$ cat src/rtl/mul_unit_pkg.sv
// Shared RISC-V field defines plus the multiplier package.
// Holds the ALU opcode / funct encodings, the default word size and the
// multiplier FSM state type used by mul_unit.
`ifndef MUL_UNIT_DEFINES_SVH
`define MUL_UNIT_DEFINES_SVH
`define WORD_SIZE          32
`define OPCODE_ALU         7'b0110011
`define MUL_FUNCT7         7'b0000001
`define MUL_FUNCT3         3'b000
`define ADD_OR_AND_FUNCT7  7'b0000000
`define ADD_FUNCT3         3'b000
`endif

package mul_unit_pkg;

    typedef enum logic [1:0] {
        ST_IDLE = 2'd0,
        ST_BUSY = 2'd1,
        ST_DONE = 2'd2
    } mul_state_t;

    // True for the R-type MUL encoding (low-word product).
    function automatic logic is_mul_op(input logic [6:0] opcode,
                                       input logic [6:0] funct7,
                                       input logic [2:0] funct3);
        return (opcode == `OPCODE_ALU) && (funct7 == `MUL_FUNCT7) &&
               (funct3 == `MUL_FUNCT3);
    endfunction

endpackage

$ cat src/rtl/mul_unit_step.sv
// One partial-product step: acc + mcand * slice, truncated to WORD_SIZE.
// Latency: combinational. Backpressure: none (pure datapath).
// Ports: acc_i running sum, mcand_i pre-shifted multiplicand, slice_i multiplier slice, acc_o new sum.
module mul_step #(
    parameter int WORD_SIZE = 32,
    parameter int SLICE_W   = 8
) (
    input  logic [WORD_SIZE-1:0] acc_i,
    input  logic [WORD_SIZE-1:0] mcand_i,
    input  logic [SLICE_W-1:0]   slice_i,
    output logic [WORD_SIZE-1:0] acc_o
);

    logic [WORD_SIZE-1:0] slice_ext;
    logic [WORD_SIZE-1:0] pp;

    always_comb begin
        slice_ext                = '0;
        slice_ext[SLICE_W-1:0]   = slice_i;
        // Only the low word is ever needed, so the product wraps freely.
        pp                       = mcand_i * slice_ext;
        acc_o                    = acc_i + pp;
    end

endmodule

$ cat src/rtl/mul_unit.sv
// Iterative low-word multiplier in the execute stage; MUL_STEPS slice additions per op.
// Latency: result valid MUL_STEPS+1 edges after the MUL is presented (accept edge counted).
// Backpressure: stall holds D_E while accepting/busy, or while done and stall_in is high.
// Ports: clk/reset (async active-low); valid/opcode/funct7/funct3/pc/s1/s2 from D_E;
//        stall_in from E_M; flush kills the op; stall to D_E; result/pc_out/valid_out to E_M.
module mul_unit
    import mul_unit_pkg::*;
#(
    parameter int WORD_SIZE = `WORD_SIZE,
    parameter int MUL_STEPS = 4
) (
    input  logic                 clk,
    input  logic                 reset,
    input  logic                 valid,
    input  logic [6:0]           opcode,
    input  logic [6:0]           funct7,
    input  logic [2:0]           funct3,
    input  logic [WORD_SIZE-1:0] pc,
    input  logic [WORD_SIZE-1:0] s1,
    input  logic [WORD_SIZE-1:0] s2,
    input  logic                 stall_in,
    input  logic                 flush,
    output logic                 stall,
    output logic [WORD_SIZE-1:0] result,
    output logic [WORD_SIZE-1:0] pc_out,
    output logic                 valid_out
);

    localparam int SLICE_W = WORD_SIZE / MUL_STEPS;
    localparam int CNT_W   = $clog2(MUL_STEPS + 1);
    localparam logic [CNT_W-1:0] LAST_STEP = CNT_W'(MUL_STEPS - 1);

    mul_state_t           state_q;
    logic [WORD_SIZE-1:0] mcand_q;
    logic [WORD_SIZE-1:0] mplier_q;
    logic [WORD_SIZE-1:0] tag_q;
    logic [WORD_SIZE-1:0] acc_q;
    logic [WORD_SIZE-1:0] acc_d;
    logic [CNT_W-1:0]     cnt_q;
    logic [WORD_SIZE-1:0] result_q;
    logic [WORD_SIZE-1:0] pc_out_q;
    logic                 valid_out_q;

    logic is_mul;
    logic accept;

    assign is_mul = valid & is_mul_op(opcode, funct7, funct3);
    assign accept = (state_q == ST_IDLE) & is_mul & ~flush;

    // Flush releases D_E immediately, even while busy or holding a result.
    assign stall = ~flush & (accept | (state_q == ST_BUSY) |
                             ((state_q == ST_DONE) & stall_in));

    // Multiplicand is shifted left and multiplier right each step, so the
    // step adder always consumes the low slice against an aligned operand.
    mul_step #(
        .WORD_SIZE (WORD_SIZE),
        .SLICE_W   (SLICE_W)
    ) u_step (
        .acc_i   (acc_q),
        .mcand_i (mcand_q),
        .slice_i (mplier_q[SLICE_W-1:0]),
        .acc_o   (acc_d)
    );

    always_ff @(posedge clk or negedge reset) begin
        if (!reset) begin
            state_q     <= ST_IDLE;
            mcand_q     <= '0;
            mplier_q    <= '0;
            tag_q       <= '0;
            acc_q       <= '0;
            cnt_q       <= '0;
            result_q    <= '0;
            pc_out_q    <= '0;
            valid_out_q <= 1'b0;
        end else if (flush) begin
            state_q     <= ST_IDLE;
            valid_out_q <= 1'b0;
        end else begin
            case (state_q)
                ST_IDLE: begin
                    if (is_mul) begin
                        mcand_q  <= s1;
                        mplier_q <= s2;
                        tag_q    <= pc;
                        acc_q    <= '0;
                        cnt_q    <= '0;
                        state_q  <= ST_BUSY;
                    end
                end
                ST_BUSY: begin
                    acc_q    <= acc_d;
                    mcand_q  <= mcand_q << SLICE_W;
                    mplier_q <= mplier_q >> SLICE_W;
                    cnt_q    <= cnt_q + CNT_W'(1);
                    if (cnt_q == LAST_STEP) begin
                        // Capture outputs once so they stay stable outside DONE.
                        result_q    <= acc_d;
                        pc_out_q    <= tag_q;
                        valid_out_q <= 1'b1;
                        state_q     <= ST_DONE;
                    end
                end
                ST_DONE: begin
                    if (!stall_in) begin
                        valid_out_q <= 1'b0;
                        state_q     <= ST_IDLE;
                    end
                end
                default: begin
                    valid_out_q <= 1'b0;
                    state_q     <= ST_IDLE;
                end
            endcase
        end
    end

    assign result    = result_q;
    assign pc_out    = pc_out_q;
    assign valid_out = valid_out_q;

endmodule

$ cat config.mk
export PLATFORM = sky130hd
export DESIGN_NAME = mul_unit
export DESIGN_NICKNAME = d
export VERILOG_FILES = /design/src/rtl/mul_unit_pkg.sv /design/src/rtl/mul_unit_step.sv /design/src/rtl/mul_unit.sv
export SDC_FILE = /design/constraint.sdc
export NUM_CORES = 1
export LEC_CHECK = 0
export ABC_AREA = 1
export CORE_MARGIN = 5
export CORE_UTILIZATION = 27
export CTS_BUF_LIST = sky130_fd_sc_hd__clkbuf_4 sky130_fd_sc_hd__clkbuf_8 sky130_fd_sc_hd__clkbuf_16
export DETAILED_ROUTE_END_ITERATION = 7
export SLEW_MARGIN = 20
export SYNTH_ARGS = -nofsm -noshare
export SYNTH_HDL_FRONTEND = slang
export SYNTH_HIERARCHICAL = 1
export SYNTH_SLANG_ARGS = --single-unit
$ cat constraint.sdc
create_clock -name clk -period 6.3 [get_ports clk]
set_input_delay 0.945 -clock clk [delete_from_list [all_inputs] [get_ports clk]]
set_output_delay 0.945 -clock clk [all_outputs]
set_load 0.1 [all_outputs]
# == Word level (Yosys, flattened, before mapping) ==
# Cells that the tools add are included.
# op_classes
n_mul,1
eq_ne,10
mux,17
addsub,2
n_reduce_logical,10
n_bitwise,8
# op_table
op,count
$pmux W32 S2,3
$mux W32,3
$add A32 B32 Y32,1
$mul A32 B8 Y32,1
$reduce_and A3 Y1,5
$mux W2,4
$eq A7 B1 Y1 const B,1
$eq A7 B6 Y1 const B,1
$ne A3 B3 Y1 const B,2
$pmux W2 S3,1
$pmux W3 S2,1
$and A1 B1 Y1,5
$ne A2 B2 Y1 const B,2
$add A3 B1 Y3 const B,1
$eq A3 B2 Y1 const B,1
$logic_not A3 Y1,1
$mux W1,3
$mux W3,1
$ne A3 B2 Y1 const B,1
$pmux W1 S3,1
$eq A2 B1 Y1 const B,1
$eq A2 B2 Y1 const B,1
$logic_and A1 B1 Y1,2
$logic_not A2 Y1,1
3 further kinds,4
# word_totals
register_bits,198
out_inout_bits,66
inputBits,118
word_cells,57

# == Logic depth before layout (Yosys ltp) ==
# Gate-level depths: netlist of the first run.
# depth
ltp_word,9
mapped_depth,28
depth_no_buf,26

# == Hierarchy ==
# Netlist of the first run, hierarchy kept.
# modules_own_cells
mod,area_per_inst_um2,seq_area_each_um2,instances,cells_per_inst
mul_unit,8658.3,4954.8,1,1040
mul_step,8608.3,0.0,1,1273

# == Worst setup path after synthesis of the first run ==
# Ideal clock, no wire load.
# synth_timing
kind,reg-to-reg
startpoint,reg mplier_q[3]
endpoint,reg acc_q[26]
slack_ns,1.808
setup_time_ns,0.117
path_buffers,2
synth_period_minus_slack_ns,4.492
stages_incl_launch_ff,26
arrival_ns,4.375
t_required_ns,6.183
path_cell_list,dfrtp_1 > clkbuf_1 > clkbuf_1 > nand2_1 > fa_1 > fa_1 > inv_1 > fa_1 > inv_1 > fa_1 > inv_1 > ha_1 > a21oi_2 > nor2_1 > nor2_1 > nand2_2 > nand2_1 > nand2_2 > nand2_2 > nand2_1 > nand2_1 > nand2_1 > inv_1 > nor2_1 > nand3_1 > nand2_1
# synth_via
elab_chain_len,3
# synth_lines
element,line,source
from (decl),mul_unit.sv:35,logic [WORD_SIZE-1:0] mplier_q;
from (signal assigned),mul_unit.sv:95,mplier_q <= mplier_q >> SLICE_W;
$mul A32 B8 Y32,mul_unit_step.sv:21,pp = mcand_i * slice_ext;
$add A32 B32 Y32,mul_unit_step.sv:22,acc_o = acc_i + pp;
named net acc_d[26],mul_unit.sv:38,logic [WORD_SIZE-1:0] acc_d;
$pmux W32 S2,mul_unit.sv:81,case (state_q)
to (signal assigned),mul_unit.sv:72,acc_q <= '0;
to (signal assigned),mul_unit.sv:87,acc_q <= '0;
to (signal assigned),mul_unit.sv:93,acc_q <= acc_d;
to (decl),mul_unit.sv:37,logic [WORD_SIZE-1:0] acc_q;
# The timed path passes the listed nets, and every way through them passes these cells.
# A chain may end at the register's enable or synchronous reset.

# == Worst setup path in the final report of the first run ==
# layout_timing
startpoint,reg mplier_q[3]
endpoint,reg acc_q[30]
# The elaborated chain is that of the path after synthesis.

==> impl_metrics.json, run 1 <==
{
  "grt_pass1_vias": 14200,
  "cts_buffers": 17,
  "terminus_of_the_critical_flop_to_flop_path": "acc_q[30]$_DFFE_PN0P_",
  "cts-root-buf": "clkbuf_16",
  "htree_num_levels": 4,
  "register_area_mm2": 0.00496,
  "crit_path_end_kind": "flop",
  "timing.critical_path.to": "acc_q[30]$_DFFE_PN0P_",
  "top_area_cells_in_the_synthesized_netlist": "dfrtp_1, fa_1, nand2_1",
  "synth_ff_type": "dfrtp_1",
  "clock_latency_ns": 0.48,
  "io-pin-count": 184,
  "tns_ns": 0,
  "final_hold_viol_count": 0,
  "ratio_of_total_power_to_cell_area_mw_per_mm2": 149,
  "multi_input_area_mm2": 0.00980,
  "gp_routability_congestion": 0.856,
  "timing.critical_path.from_type": "flop",
  "skew_ns": 0.0177,
  "die-height_um": 263,
  "drc": 0,
  "design.die.area_mm2": 0.0691,
  "synthesized_cell_area_mm2": 0.0173,
  "p_leak_nw": 11.7,
  "post-synth-top-count-cell": "nand2_1",
  "vias": 13900,
  "postCtsResizedCells": 0,
  "cells_after_synth": 2313,
  "critical_path_arrival_ns": 5.57,
  "worst_r2r_path_depth": 20,
  "postRouteAntennaNets": 0,
  "share_of_final_layout_standard_cells_stronger_than_drive_strength_1": 0.0585,
  "rows": 92,
  "clkSlewWorstSetupHoldPaths_ns": 0.08,
  "synth_top_cell_area_share": 0.287,
  "r2r_slack_ns": 1.13,
  "starting_density_of_the_core": 0.273,
  "ctsLongestPathBuffers": 2,
  "timing_worst_slew_pin_value_ns": 1.11,
  "totalWireLength_um": 47000,
  "clkSinkCount": 198,
  "coreArea_mm2": 0.0632,
  "synth.top_cells.by_count": "nand2_1, inv_1, dfrtp_1",
  "status": "completed",
  "grt_setup_unrepaired": "no",
  "critPathRequiredTime_ns": 6.70,
  "drv.max_cap_violation_count": 0,
  "initial_drc_count": 882,
  "holdBufCountCts": 0,
  "final_net_count": 2763,
  "grt_antenna_before_repair": 1,
  "finalSetupViolations": 0,
  "crit_path_max_fanout": 27,
  "die_w_um": 263,
  "gr-total-overflow": 0,
  "final_min_period_over_clock_period": 0.821,
  "async_flop_share": 1.00,
  "cts_tree": "built",
  "min-delay-path-class": "in -> async",
  "timing.slew.headroom": 0.263,
  "fillerInstances": 6788,
  "yosysTopAreaCell": "dfrtp_1",
  "drt-pass1-iter-count": 5,
  "worstSetupStartpoint": "mplier_q[3]$_DFFE_PN0P_",
  "placed_wire_length_estimate_after_detailed_placement_um": 35400,
  "crit_type": "reg -> reg",
  "antenna-diode-count": 0,
  "ir_worst_vdd_mv": 0.183,
  "fmax_mhz": 193,
  "io_buffer_count": 183,
  "synth_seq_area_share": 0.287,
  "synth_cell_type_count": 39,
  "post-cts-setup-buffers": 0,
  "synthesis.nets": 2660,
  "r2r_start": "mplier_q[3]$_DFFE_PN0P_",
  "post_drt_via_cell_ratio": 4.24,
  "total_power_mw": 3.03,
  "grt_pass1_wl_um": 77500,
  "synth-seq-cells": 198,
  "timing.final.crit_period_ns": 5.17,
  "synth_warnings": 6,
  "area.growth.synth_to_final_pct": 18.2,
  "syn_avg_cell_area_um2": 7.47,
  "number_of_flops_mapped_to_enable_cells_by_yosys": 0,
  "wl_per_cell_um": 14.4,
  "grt_util_all_layers": 0.137,
  "grt_start_max_net_pins": 147,
  "report.final.slew_viol_count": 0
}
-- cell usage in the layout, fill, tap and decap left out, drive strengths merged, types with 3 or more instances in the layout --
master / n
nand3: 135
xor2: 15
clkbuf: 20
mux2: 32
clkinv: 7
buf: 14
a21o: 3
nand2: 805
clkdlybuf4s50: 182
o21bai: 5
nor2: 102
dfrtp: 198
o21ai: 77
a21oi: 28
nor3: 8
nand4: 9
ha: 43
xnor2: 3
inv: 548
fa: 186
-- per-layer routing --
layer | track usage | wire length [um]
met1 | 0.186 | 21800
met2 | 0.221 | 21500
met3 | 0.0362 | 2760
met4 | 0.0340 | 932
met5 | 0 | 13
-- worst min path at each step --
| stage | start | endpoint | slack (ns) | cells after the start |
|---|---|---|---|---|
| 2_1_floorplan | mcand_q[24]$_DFFE_PN0P_ | mcand_q[24]$_DFFE_PN0P_ | 0.44 | 2 |
| 3_3_place_gp | mplier_q[0]$_DFFE_PN0P_ | mplier_q[0]$_DFFE_PN0P_ | 0.45 | 2 |
| 3_5_place_dp | mplier_q[9]$_DFFE_PN0P_ | mplier_q[9]$_DFFE_PN0P_ | 0.46 | 2 |
| 4_1_cts | reset | mplier_q[26]$_DFFE_PN0P_ | 0.41 | 1 |
| 5_1_grt | reset | mplier_q[17]$_DFFE_PN0P_ | 0.43 | 1 |
| 6_report | reset | mplier_q[26]$_DFFE_PN0P_ | 0.40 | 1 |
-- critical path: stages (launching register included) --
cell     delay [ns]
dfrtp_1        1.07
nand2_1        0.10
inv_1          0.12
fa_1           0.46
fa_1           0.49
fa_1           0.53
inv_1          0.05
fa_1           0.47
inv_1          0.06
ha_1           0.35
a21oi_1        0.27
o21ai_0        0.21
nand2_1        0.11
nand2_1        0.08
a21oi_1        0.17
nand3_1        0.09
nand2_1        0.08
inv_1          0.05
nor2_1         0.12
nand3_1        0.09
nand2_1        0.10
-- registers in the layout, summed over array words and instances, names as in the netlist --
register   count
state_q        2
valid_out      1
tag_q         32
mcand_q       32
pc_out        32
acc_q         32
mplier_q      32
cnt_q          3
result        32
-- where the power goes --
| group | leakage (nW) | total (mW) | internal (mW) | switching (mW) |
|---|---|---|---|---|
| Combinational | 8.71 | 0.514 | 0.215 | 0.299 |
| Sequential | 2.73 | 1.39 | 1.30 | 0.0903 |
| Clock | 0.284 | 1.13 | 0.573 | 0.556 |
-- kinds of logic (layout without fill, tap and decap cells) --
family,Yosys count,in the layout,share of synthesized area
DFF,198,198,0.287
buffers and inverters,659,774,0.147
adders and majority gates,229,229,0.247
AOI/OAI and AO/OA,116,116,0.0370
xor gates and xnor gates,18,18,0.00913
muxes,32,32,0.0209
and+or+nand+nor,1061,1061,0.252
-- cell type report --
| type | count | area share |
|---|---|---|
| clock inverter | 12 | 0.00711 |
| inverter | 546 | 0.100 |
| clock buffer | 19 | 0.0219 |
| multi-input combinational | 1456 | 0.480 |
| sequential | 198 | 0.243 |
| timing repair buffer | 197 | 0.0959 |
| tap | 846 | 0.0519 |
-- per-stage QoR --
stage / cell area (um2) / cells / hold slack [ns] / utilization / setup slack [ns]
2_1_floorplan: 17300 / 2313 / 0.437 / - / 1.81
3_3_place_gp: 19800 / 3243 / 0.455 / 0.314 / 1.26
3_5_place_dp: 19800 / 3243 / 0.458 / 0.314 / 1.19
4_1_cts: 20400 / 3274 / 0.408 / 0.323 / 1.16
5_1_grt: 20400 / 3274 / 0.426 / 0.323 / 0.808
6_report: 20400 / 3274 / 0.401 / 0.323 / 1.13
Power figures use the tool's default switching activity.
==> run 2, diff against run 1 <==
==> constraint.sdc (replaced) <==
create_clock -name clk -period 5.3 [get_ports clk]
set_input_delay 0.795 -clock clk [delete_from_list [all_inputs] [get_ports clk]]
set_output_delay 0.795 -clock clk [all_outputs]
set_load 0.1 [all_outputs]
==> run 2 against run 1 <==
Effect of this change: register-to-register slack lost 0.78 ns; die area is the same; core utilization grew 0.23 points; first-iteration DRC count grew 2.6%; largest power group unchanged; sequential power grew 17%; clock power grew 22%.
==> impl_metrics.json, run 2 (synthesis gave the netlist of run 1 again) <==
{
  "status": "completed",
  "grt_pass1_vias": 13700,
  "r2r_start": "mplier_q[4]$_DFFE_PN0P_",
  "crit_path_max_fanout": 20,
  "drt-pass1-iter-count": 6,
  "clkSlewWorstSetupHoldPaths_ns": 0.08,
  "report.final.slew_viol_count": 0,
  "totalWireLength_um": 47300,
  "design.die.area_mm2": 0.0691,
  "area.growth.synth_to_final_pct": 19.1,
  "critical_path_arrival_ns": 5.36,
  "grt_start_max_net_pins": 86,
  "worstSetupStartpoint": "mplier_q[4]$_DFFE_PN0P_",
  "gr-total-overflow": 0,
  "timing_worst_slew_pin_value_ns": 1.08,
  "post_drt_via_cell_ratio": 4.23,
  "holdBufCountCts": 0,
  "initial_drc_count": 905,
  "critPathRequiredTime_ns": 5.71,
  "tns_ns": 0,
  "io-pin-count": 184,
  "vias": 13900,
  "gp_routability_congestion": 0.908,
  "crit_type": "reg -> reg",
  "fin_hold_ws_ns": 0.324,
  "register_area_mm2": 0.00496,
  "htree_num_levels": 4,
  "timing.final.crit_period_ns": 4.95,
  "p_leak_nw": 11.8,
  "placed_wire_length_estimate_after_detailed_placement_um": 36400,
  "ratio_of_total_power_to_cell_area_mw_per_mm2": 178,
  "commonest_cells_after_routing_fill_and_taps_aside": "nand2_1, inv_1, dfrtp_1",
  "postRouteAntennaNets": 0,
  "clkSinkCount": 198,
  "grt_util_all_layers": 0.138,
  "ctsLongestPathBuffers": 2,
  "timing.slew.headroom": 0.278,
  "placed_cell_area_mm2": 0.0199,
  "starting_density_of_the_core": 0.273,
  "timing.critical_path.from_type": "flop",
  "layout.cells.most_common": "nand2_1",
  "fmax_mhz": 202,
  "final_hold_viol_count": 0,
  "cts-root-buf": "clkbuf_16",
  "drc": 0,
  "clock_latency_ns": 0.48,
  "min-delay-path-class": "in -> async",
  "final_net_count": 2776,
  "share_of_final_layout_standard_cells_stronger_than_drive_strength_1": 0.0643,
  "ir_worst_vdd_mv": 0.259,
  "cts_tree": "built",
  "skew_ns": 0.0145,
  "finalSetupViolations": 0,
  "grt_pass1_wl_um": 77500,
  "design_area_mm2": 0.0206,
  "io_buffer_count": 183,
  "multi_input_area_mm2": 0.00980,
  "die_w_um": 263,
  "crit_path_end_kind": "flop",
  "grt_setup_unrepaired": "no",
  "grt_antenna_before_repair": 0,
  "r2r_slack_ns": 0.35,
  "rows": 92,
  "coreArea_mm2": 0.0632,
  "die-height_um": 263,
  "final_min_period_over_clock_period": 0.934,
  "wl_per_cell_um": 14.4,
  "cts_buffers": 17,
  "fillerInstances": 6793,
  "drv.max_cap_violation_count": 0,
  "antenna-diode-count": 0
}
run 2: cell count changes in the layout (fill, tap and decap cells not counted):
cell	delta
buf_4	+13
clkbuf_4	-1
clkinv_2	-1
clkinv_8	+1
buf_12	+2
buf_6	-1
clkinvlp_4	-1
clkdlybuf4s50_1	-1
inv_8	+3
run 2: final timing paths:
check / to / cells after the start
hold reg to reg: mplier_q[31]$_DFFE_PN0P_ / 2
max in group asynchronous: pc_out[27]$_DFFE_PN0P_ / 2
min in group clk: mplier_q[31]$_DFFE_PN0P_ / 2
setup reg to reg: acc_q[23]$_DFFE_PN0P_ / 19
hold / removal: mplier_q[21]$_DFFE_PN0P_ / 1
setup / recovery: acc_q[23]$_DFFE_PN0P_ / 19
run 2: cell type report:
cell class	count	share of cell area
Tap cell	846	0.0515
Sequential cell	198	0.241
Clock buffer	18	0.0214
Timing Repair Buffer	210	0.101
Multi-Input combinational cell	1456	0.477
Inverter	546	0.0998
Clock inverter	14	0.00889
run 2: stage by stage:
| stage | setup slack, ns | std cells | power, mW | util |
|---|---|---|---|---|
| floorplan | 0.808 | 2313 | 2.03 | - |
| global placement | 0.352 | 3256 | 2.30 | 0.315 |
| detailed placement | 0.304 | 3256 | 2.31 | 0.315 |
| CTS | 0.283 | 3288 | 3.70 | 0.325 |
| global route | 0.0114 | 3288 | 3.85 | 0.325 |
| finish | 0.349 | 3288 | 3.66 | 0.325 |
run 2: worst max-delay path, stage by stage, from the launching register on:
cell and delay [ns]:
dfrtp_1 0.82, nand2_1 0.15, inv_1 0.11, fa_1 0.44, fa_1 0.49, fa_1 0.51, inv_1 0.05, fa_1 0.48
inv_1 0.04, ha_1 0.35, a21oi_1 0.31, nand2_1 0.09, nand2_1 0.08, nand3_2 0.17, a21oi_2 0.19, xnor2_1 0.19
inv_1 0.09, nor2_1 0.11, nand3_1 0.10, nand2_1 0.09
run 2: per-layer routing:
| metal | global-route usage | share of wire |
|---|---|---|
| met1 | 0.193 | 0.47 |
| met2 | 0.221 | 0.46 |
| met3 | 0.0287 | 0.059 |
| met5 | 0 | 0 |
| met4 | 0.0316 | 0.013 |
run 2: repair_timing:
action / in CTS / in global routing
endpoints found under the setup margin: 0 / 8
setup buffers: 0 / 0
gates resized for setup: 0 / 1
run 2: power by group:
group / total, mW / internal (mW) / switching [mW]
Combinational: 0.647 / 0.267 / 0.380
Clock: 1.38 / 0.693 / 0.692
Sequential: 1.63 / 1.55 / 0.0821
Total: 3.66 / 2.51 / 1.15
==> run 3, diff against run 2 <==
--- a/config.mk
+++ b/config.mk
@@ -13,5 +13,4 @@
 export SLEW_MARGIN = 20
 export SYNTH_ARGS = -nofsm -noshare
 export SYNTH_HDL_FRONTEND = slang
-export SYNTH_HIERARCHICAL = 1
 export SYNTH_SLANG_ARGS = --single-unit
==> run 3 against run 2 <==
Effect of this change: wire length fell by 4.7%; non-clock buffer count rose by 7; via count fell by 5.0%; sequential cell count did not move; critical endpoint is now acc_q[18]$_DFFE_PN0P_; largest cell class unchanged; largest power group unchanged; highest routed layer unchanged.
==> impl_metrics.json, run 3 <==
{
  "timing.final.crit_period_ns": 4.88,
  "grt_setup_unrepaired": "no",
  "power.share.clock": 0.416,
  "routedLengthMet1_um": 20900,
  "initial_drc_count": 896,
  "gr-total-overflow": 0,
  "min-delay-path-class": "in -> async",
  "r2r_start": "mplier_q[7]$_DFFE_PN0P_",
  "cells_after_synth": 2104,
  "seq_power_share": 0.459,
  "synth_top_cell_area_share": 0.304,
  "synthesized_cell_area_mm2": 0.0163,
  "totalWireLength_um": 45000,
  "report.final.slew_viol_count": 0,
  "worst_r2r_path_depth": 20,
  "drt-pass1-iter-count": 5,
  "coreArea_mm2": 0.0601,
  "fin_hold_ws_ns": 0.331,
  "switchingPower_uw": 941,
  "timing_worst_slew_pin_value_ns": 1.11,
  "clock_latency_ns": 0.47,
  "crit_path_max_fanout": 19,
  "starting_density_of_the_core": 0.271,
  "preCtsSetupSlack_ns": 0.289,
  "design.die.area_mm2": 0.0654,
  "clkSlewWorstSetupHoldPaths_ns": 0.08,
  "status": "completed",
  "cts_buffers": 17,
  "die_w_um": 256,
  "grt_antenna_before_repair": 0,
  "final_min_period_over_clock_period": 0.922,
  "final_net_count": 2585,
  "placed_wire_length_estimate_after_detailed_placement_um": 35300,
  "internal_power_mw": 2.55,
  "skew_ns": 0.0151,
  "synth.top_cells.by_count": "nand2_1, inv_1, dfrtp_1",
  "final_hold_viol_count": 0,
  "crit_path_end_kind": "flop",
  "post_drt_via_cell_ratio": 4.36,
  "die-height_um": 256,
  "io_buffer_count": 183,
  "finalSetupViolations": 0,
  "final_core_utilization": 0.327,
  "drv.max_cap_violation_count": 0,
  "wl_per_cell_um": 14.9,
  "syn_avg_cell_area_um2": 7.75,
  "dr_wl_met3_um": 2920,
  "critPathRequiredTime_ns": 5.66,
  "cts_tree": "built",
  "placed_cells_incl_taps": 3001,
  "grt_start_max_net_pins": 123,
  "async_flop_share": 1.00,
  "power.switching_fraction": 0.270,
  "drc": 0,
  "vias": 13200,
  "synth_ff_type": "dfrtp_1",
  "share_of_final_layout_standard_cells_stronger_than_drive_strength_1": 0.0369,
  "postRouteAntennaNets": 0,
  "commonest_cells_after_routing_fill_and_taps_aside": "nand2_1, inv_1, dfrtp_1",
  "htree_num_levels": 4,
  "critical_path_arrival_ns": 5.25,
  "placed_cell_area_mm2": 0.0190,
  "crit_type": "reg -> reg",
  "number_of_flops_mapped_to_enable_cells_by_yosys": 0,
  "fmax_mhz": 205,
  "grt_pass1_wl_um": 73600,
  "ratio_of_total_power_to_cell_area_mw_per_mm2": 178,
  "grt_pass1_vias": 13300,
  "area.growth.synth_to_final_pct": 20.5,
  "dr.max_layer_used": "met4",
  "top_area_cells_in_the_synthesized_netlist": "dfrtp_1, fa_1, nand2_1",
  "total_power_mw": 3.49,
  "ir_worst_vdd_mv": 0.229,
  "met2_layer_wire_length_in_the_routed_design_um": 20300,
  "setup_slack_ns": 0.416,
  "clkSinkCount": 198,
  "grt_util_all_layers": 0.140,
  "final_cells": 3031,
  "timing.critical_path.from_type": "flop",
  "gp_routability_congestion": 0.886,
  "rows": 90,
  "terminus_of_the_critical_flop_to_flop_path": "acc_q[18]$_DFFE_PN0P_",
  "post-synth-top-count-cell": "nand2_1",
  "layout.cells.most_common": "nand2_1",
  "timing.slew.headroom": 0.255,
  "design_area_mm2": 0.0197,
  "p_leak_nw": 10.9,
  "synth_cell_type_count": 32,
  "synth_warnings": 0,
  "holdBufCountCts": 0,
  "r2r_slack_ns": 0.42,
  "synthesis.nets": 2451,
  "ctsLongestPathBuffers": 2,
  "yosysTopAreaCell": "dfrtp_1",
  "synth-seq-cells": 198,
  "cts-root-buf": "clkbuf_16",
  "synth_seq_area_share": 0.304,
  "tns_ns": 0,
  "power.share.combinational": 0.125,
  "io-pin-count": 184,
  "antenna-diode-count": 0
}
run 3: changes by cell type in the layout (fill, tap and decap cells not counted), moves of 22 or more:
cell      change
nand2_1     -217
o21ai_1      +52
nand3_1      -44
a21oi_1      +36
o211ai_1     +32
mux2_2       -28
nor2_1       -22
run 3: critical path, cell delays in order (launching register included):
cell,delay (ns)
dfrtp_1,0.78
buf_4,0.23
nand2_1,0.05
inv_1,0.07
fa_1,0.42
fa_1,0.49
fa_1,0.50
inv_1,0.05
fa_1,0.48
inv_1,0.04
ha_1,0.33
a21oi_1,0.27
inv_1,0.06
a21oi_1,0.11
nand2_1,0.18
nand2_1,0.10
nand2_1,0.16
nand2_1,0.13
nand3b_1,0.10
nand3_1,0.15
nand2_1,0.06
run 3: timing repair:
action	CTS	global route
setup endpoints to repair	0	2
buffers inserted	0	0
resized for setup	0	2
run 3: kinds of logic (layout without fill, tap and decap cells):
family,after synthesis,count (layout),synth area share
muxes,2,2,0.00138
xor gates and xnor gates,11,11,0.00591
adders and majority gates,229,229,0.261
DFF,198,198,0.304
buffers and inverters,644,789,0.152
and+or+nand+nor,762,762,0.189
AOI/OAI and AO/OA,258,258,0.0864
run 3: how the worst max path moves through the flow:
stage / startpoint / cells after the start / to
after floorplan: mplier_q[3]$_DFFE_PN0P_ / 19 / acc_q[16]$_DFFE_PN0P_
after global placement: mplier_q[2]$_DFFE_PN0P_ / 21 / acc_q[31]$_DFFE_PN0P_
after detailed placement: mplier_q[2]$_DFFE_PN0P_ / 21 / acc_q[31]$_DFFE_PN0P_
after CTS: mplier_q[2]$_DFFE_PN0P_ / 21 / acc_q[31]$_DFFE_PN0P_
after global routing: mplier_q[7]$_DFFE_PN0P_ / 19 / result[31]$_DFFE_PN0P_
final: mplier_q[7]$_DFFE_PN0P_ / 20 / acc_q[18]$_DFFE_PN0P_
run 3: power groups by stage:
| stage | combinational, mW | clock, mW | sequential (mW) |
|---|---|---|---|
| detailed placement | 0.442 | 0 | 1.63 |
| global route | 0.477 | 1.54 | 1.61 |
| floorplan | 0.132 | 0 | 1.73 |
| CTS | 0.444 | 1.50 | 1.60 |
| global placement | 0.440 | 0 | 1.63 |
| finish | 0.436 | 1.45 | 1.60 |
run 3: metal layers:
metal	global-route usage	vias to the layer above
met4	0.0402	0
met3	0.0328	52
li1	-	6481
met1	0.194	6325
met5	0	-
met2	0.219	349
run 3: cell type report:
class                      count  area (um2)
fill                        6454       40500
multi-input combinational   1262        8880
sequential                   198        4960
timing repair buffer         217        2160
inverter                     542        2040
tap                          782         978
clock buffer                  21         474
clock inverter                 9         163
